===== src/rtl/audio_clk_gen_pkg.sv =====
// Shared types and default configuration for the I2S clock generator.
package audio_clk_pkg;

  typedef enum logic [1:0] {
    IDLE  = 2'd0,
    RUN   = 2'd1,
    DRAIN = 2'd2
  } clk_state_t;

  localparam int ACC_W_DEF       = 18;
  localparam int SCK_BIT_DEF     = 13;
  localparam int BCK_BIT_DEF     = 17;
  localparam int BITS_PER_CH_DEF = 16;
  localparam int INC_DEFAULT_DEF = 63;

endpackage


===== src/rtl/audio_clk_gen_lrck_gen.sv =====
// Word-select generator: counts bck falling edges into channel halves.
// I2S_DELAY_EN moves the lrck toggle one bit ahead of the channel wrap (Philips I2S).
module lrck_gen #(
  parameter int BITS_PER_CH = 16
) (
  input  logic clk,
  input  logic reset,
  input  logic fall,
  input  logic clear,
  input  logic start,
  output logic lrck,
  output logic frame_start,
  output logic frame_end
);

  localparam int CW = $clog2(BITS_PER_CH);
  localparam logic [CW-1:0] LAST = CW'(BITS_PER_CH - 1);
`ifdef I2S_DELAY_EN
  localparam logic [CW-1:0] TOGGLE = CW'(BITS_PER_CH - 2);
`endif

  logic [CW-1:0] bit_cnt;
  logic          chan;
  logic          wrap;

  // chan tracks the true channel half; lrck may lead it by one bit
  assign wrap      = fall && (bit_cnt == LAST);
  assign frame_end = wrap && chan;

  always_ff @(posedge clk) begin
    if (reset || clear) begin
      bit_cnt     <= '0;
      chan        <= 1'b0;
      lrck        <= 1'b0;
      frame_start <= 1'b0;
    end else begin
      frame_start <= start | frame_end;
      if (start) begin
        bit_cnt <= '0;
        chan    <= 1'b0;
        lrck    <= 1'b0;
      end else if (fall) begin
        bit_cnt <= wrap ? '0 : bit_cnt + 1'b1;
        if (wrap) chan <= ~chan;
`ifdef I2S_DELAY_EN
        if (bit_cnt == TOGGLE) lrck <= ~lrck;
`else
        if (wrap) lrck <= ~lrck;
`endif
      end
    end
  end

endmodule


===== src/rtl/audio_clk_gen.sv =====
// NCO-based I2S clock generator: sck/bck from a phase accumulator, lrck and strobes.
// Optional macro I2S_DELAY_EN selects Philips I2S lrck timing (see lrck_gen).
module audio_clk_gen
  import audio_clk_pkg::*;
#(
  parameter int ACC_W       = ACC_W_DEF,
  parameter int SCK_BIT     = SCK_BIT_DEF,
  parameter int BCK_BIT     = BCK_BIT_DEF,
  parameter int BITS_PER_CH = BITS_PER_CH_DEF,
  parameter int INC_DEFAULT = INC_DEFAULT_DEF
) (
  input  logic             clk,
  input  logic             reset,
  input  logic             en,
  input  logic [ACC_W-1:0] inc,
  input  logic             inc_valid,
  output logic             inc_ready,
  output logic             sck,
  output logic             bck,
  output logic             lrck,
  output logic             bck_rise,
  output logic             bck_fall,
  output logic             frame_start,
  output logic             running
);

  clk_state_t       state, state_next;
  logic [ACC_W-1:0] acc, acc_next;
  logic [ACC_W-1:0] active_inc, pending_inc;
  logic             pending_valid;
  logic             rise_next, fall_next;
  logic             frame_end, clear, start, xfer;

  always_comb begin
    state_next = state;
    case (state)
      IDLE:    if (en) state_next = RUN;
      RUN:     if (!en) state_next = DRAIN;
      DRAIN:   if (en) state_next = RUN;
               else if (frame_end) state_next = IDLE;
      default: state_next = IDLE;
    endcase
  end

  always_ff @(posedge clk) begin
    if (reset) state <= IDLE;
    else       state <= state_next;
  end

  // Strobes are derived from the accumulator update so they line up with the new bck level
  assign acc_next  = (state == IDLE) ? '0 : acc + active_inc;
  assign rise_next = ~acc[BCK_BIT] & acc_next[BCK_BIT];
  assign fall_next = acc[BCK_BIT] & ~acc_next[BCK_BIT];
  assign clear     = (state_next == IDLE);
  assign start     = (state == IDLE) && en;

  always_ff @(posedge clk) begin
    if (reset) begin
      acc      <= '0;
      bck_rise <= 1'b0;
      bck_fall <= 1'b0;
    end else begin
      acc      <= clear ? '0 : acc_next;
      bck_rise <= rise_next & ~clear;
      bck_fall <= fall_next & ~clear;
    end
  end

  // inc transfers when inc_valid & inc_ready; while running it waits in pending
  // and is applied at frame_start, so the rate only changes on frame boundaries.
  assign inc_ready = ~pending_valid;
  assign xfer      = inc_valid & inc_ready;

  always_ff @(posedge clk) begin
    if (reset) begin
      active_inc    <= ACC_W'(INC_DEFAULT);
      pending_inc   <= '0;
      pending_valid <= 1'b0;
    end else if (state == IDLE) begin
      if (xfer) active_inc <= inc;
    end else begin
      if (frame_start && pending_valid) begin
        active_inc    <= pending_inc;
        pending_valid <= 1'b0;
      end
      if (xfer) begin
        pending_inc   <= inc;
        pending_valid <= 1'b1;
      end
    end
  end

  lrck_gen #(
    .BITS_PER_CH (BITS_PER_CH)
  ) u_lrck_gen (
    .clk         (clk),
    .reset       (reset),
    .fall        (fall_next),
    .clear       (clear),
    .start       (start),
    .lrck        (lrck),
    .frame_start (frame_start),
    .frame_end   (frame_end)
  );

  assign sck     = acc[SCK_BIT];
  assign bck     = acc[BCK_BIT];
  assign running = (state != IDLE);

endmodule


===== config.mk =====
export PLATFORM = sky130hd
export DESIGN_NAME = audio_clk_gen
export DESIGN_NICKNAME = d
export VERILOG_FILES = /design/src/rtl/audio_clk_gen_pkg.sv /design/src/rtl/audio_clk_gen_lrck_gen.sv /design/src/rtl/audio_clk_gen.sv
export SDC_FILE = /design/constraint.sdc
export NUM_CORES = 1
export LEC_CHECK = 0
export ABC_AREA = 1
export CAP_MARGIN = 5
export CORE_ASPECT_RATIO = 0.9
export CORE_MARGIN = 2
export CORE_UTILIZATION = 40
export CTS_CLUSTER_SIZE = 14
export DETAILED_ROUTE_END_ITERATION = 16
export DONT_BUFFER_PORTS = 1
export SYNTH_ARGS = -nofsm -noshare
export SYNTH_HDL_FRONTEND = slang
export SYNTH_SLANG_ARGS = --single-unit

===== constraint.sdc =====
create_clock -name clk -period 2.3 [get_ports clk]
set_input_delay 0.46 -clock clk [delete_from_list [all_inputs] [get_ports clk]]
set_output_delay 0.46 -clock clk [all_outputs]
set_load 0.02 [all_outputs]

==> results.sh <==
export IMPL_cp_depth=13
export IMPL_route_met2_wl_mm=2.798
export IMPL_power_frac_clock=0.398
export IMPL_grt_antenna_before_repair=0
export IMPL_drc=0
export IMPL_grt_pass1_wl_mm=10.65
export IMPL_grt_max_degree=37
export IMPL_setup_violations_final=0
export IMPL_fmax_ghz=0.4707
export IMPL_syn_area_sq_um=3248
export IMPL_portBuffers=0
export IMPL_io_pins=30
export IMPL_synth_warnings=0
export IMPL_first_pass_iters=4
export IMPL_die_x_um=98.99
export IMPL_p_sw_w=0.0007120
export IMPL_final_area_sq_um=3830
export IMPL_arrival_ns=2.40
export IMPL_h_tree_depth=3
export IMPL_worstPathCellList="ha_2 -> inv_1 -> fa_2 -> nand3b_1 -> nand2_2 -> a21oi_1 -> o21ai_1 -> buf_4 -> nand4_1 -> nand2_1 -> xor2_1 -> inv_1 -> nor2_2"
export IMPL_top_layer_used="met4"
export IMPL_fin_crit_ns=2.124
export IMPL_die_h_um=89.49
export IMPL_syn_nets=462
export IMPL_final_cell_mix="nand2_1 (75), nor2_1 (62), dfxtp_1 (60)"
export IMPL_vias=2597
export IMPL_cp_max_fo=2
export IMPL_cts_buffer_depth=2
export IMPL_critPathTopFamily="adder cells"
export IMPL_wl_per_cell_um=12.45
export IMPL_cp_slowest_stage_delay_ns=0.34
export IMPL_setup_slack_ns=0.1755
export IMPL_post_dp_cell_area_sq_um=3443
export IMPL_slowest_stage="fa_2"
export IMPL_routed_via_density=4.809
export IMPL_drt_iter0_markers=83
export IMPL_cts_buffers=9
export IMPL_clk_pin_slew_ns=0.07
export IMPL_path_buf_inv=3
export IMPL_dieArea_sq_um=8858
export IMPL_final_antenna_net_count=0
export IMPL_start_util=0.4085
export IMPL_syn_inst=421
export IMPL_dp_slack_ns=0.04899
export IMPL_end_kind="flop"
export IMPL_swShare=0.2577
export IMPL_drt_met1_wl_mm=3.564
export IMPL_track_usage=0.1501
export IMPL_rows=31
export IMPL_crit_type="reg2reg"
export IMPL_root_buffer="clkbuf_8"
export IMPL_combinationalPowerShare=0.146
export IMPL_postSynthAreaPerCell_sq_um=7.715
export IMPL_start_kind="flop"
export IMPL_clk_latency_ns=0.34
export IMPL_fin_worst_skew_ns=0.008913
export IMPL_finalHoldViolations=0
export IMPL_cp_required_ns=2.57
export IMPL_finalNetCount=477
export IMPL_slew_limit_headroom=0.6357
export IMPL_layout_commonest_cell="nand2_1"
export IMPL_diodes=0
export IMPL_peakVddDrop_mv=0.4548
export IMPL_min_path_cells=1
export IMPL_pwr_share_seq=0.456
export IMPL_finalMaxSlewViolations=0
export IMPL_wirelength_mm=6.724
export IMPL_hold_path_class="in2reg"
export IMPL_seq_area_frac_synth=0.4068
export IMPL_areaGrowthSynthToFinish_pct=17.91
export IMPL_globalRouteOverflowTotal=0
export IMPL_worst_pin_slew_ns=0.5430
export IMPL_crit_top_cell="inv_1"
export IMPL_reg2regPathDepth=13
export IMPL_outcome="finished, final reports clean"
export IMPL_drive_above_1_share=0.1905
export IMPL_power_density_nw_per_um2=721.5
export IMPL_cts_tree="done"
export IMPL_drv_cap=0
export IMPL_core_area_sq_um=7951
export IMPL_ys_ff_latch=66
export IMPL_p_int_w=0.002051
export IMPL_period_share=0.9237
export IMPL_p_leak_nw=1.692
export IMPL_dpl_hpwl_mm=4.695
export IMPL_r2r_slack_ns=0.18
export IMPL_place_congestion=0.8808
export IMPL_fill_cells=746
export IMPL_clkSinkCount=66
export IMPL_met3RoutedLength_um=246
export IMPL_grt_pass1_vias=2313
export IMPL_synth_cell_types=34
[worst paths after layout]
| path | endpoint | startpoint |
|---|---|---|
| max | acc[16] | active_inc[0] |
| min | pending_valid | reset |
| max reg2reg | acc[16] | active_inc[0] |
| min reg2reg | active_inc[0] | active_inc[0] |
[worst register-to-register path: stages, from the launching register on]
cell	delay [ns]
dfxtp_2	0.33
ha_2	0.17
inv_1	0.05
fa_2	0.34
nand3b_1	0.18
nand2_2	0.09
a21oi_1	0.09
o21ai_1	0.23
buf_4	0.16
nand4_1	0.07
nand2_1	0.08
xor2_1	0.14
inv_1	0.06
nor2_2	0.08
[kinds of logic (layout without fill, tap and decap cells)]
group	after synthesis	in the layout	synth area share
buf+inv	57	77	0.07589
fa+ha+maj	19	19	0.07550
compound gates	79	79	0.1425
xor+xnor	19	19	0.05123
flops	66	66	0.4068
simple gates	181	181	0.2481
[what timing repair did]
| action | CTS | global route |
|---|---|---|
| setup endpoints to repair | 0 | 23 |
| hold buffers | 0 | 0 |
| endpoints found under the hold margin | 0 | 0 |
| resized for setup | 0 | 24 |
| buffers inserted | 0 | 1 |
[cell type report]
class / count / area [sq um] / area share
multi-input combinational: 298 / 1823 / 0.4760
sequential: 66 / 1329 / 0.3469
timing repair buffer: 19 / 167.7 / 0.04378
inverter: 42 / 157.7 / 0.04116
clock buffer: 12 / 155.1 / 0.04051
tap: 99 / 123.9 / 0.03234
clock inverter: 4 / 73.82 / 0.01927
[per-stage QoR]
stage                     power [W]  hold WS [ns]  TNS, ns  cells  utilization
after floorplan            0.001554        0.4398        0    421            -
after global placement     0.001641        0.4591        0    523       0.4330
after detailed placement   0.001644        0.4658        0    523       0.4330
after CTS                  0.002749        0.1607        0    539       0.4618
after global routing       0.002902        0.1630  -0.1249    540       0.4817
final                      0.002763        0.1797        0    540       0.4817
[routing by layer]
metal  global-route usage  vias up
met5                    0        -
met4              0.06725        0
met3              0.03440       10
met2               0.2217       46
met1               0.2098     1144
li1                     -     1397
[power by group through the flow]
stage | registers, W | clock network [W] | logic [W]
finish | 0.00126 | 0.00110 | 0.000404
floorplan | 0.00126 | 0 | 0.000293
global placement | 0.00127 | 0 | 0.000368
global route | 0.00127 | 0.00118 | 0.000457
detailed placement | 0.00127 | 0 | 0.000371
CTS | 0.00125 | 0.00113 | 0.000373
[sequential cells by signal, indices dropped and copies added (netlist names)]
name and cells:
u_lrck_gen.frame_start 1, pending_valid 1, pending_inc 18, acc 18, u_lrck_gen.chan 1, active_inc 18, u_lrck_gen.lrck 1, u_lrck_gen.bit_cnt 4
state 2, bck_rise 1, bck_fall 1
[synth_stat cells, drive strengths merged]
master,number,share of area
fa,1,0.0062
nand4,2,0.0085
a31oi,14,0.027
nor3,2,0.0031
o21bai,1,0.0058
buf,4,0.015
o21ai,35,0.054
nand2,79,0.097
a21oi,18,0.028
ha,18,0.069
nor2,84,0.11
o21a,1,0.0023
a21o,1,0.0023
and2,1,0.0019
o311ai,6,0.016
nand3b,2,0.0046
clkinv,1,0.0012
o31ai,1,0.0023
xor2,10,0.027
a21boi,1,0.0023
clkbuf,11,0.013
inv,41,0.047
dfxtp,66,0.41
nand3,11,0.020
o221ai,1,0.0027
xnor2,9,0.024
No activity file was read; power rests on OpenSTA's default activity.
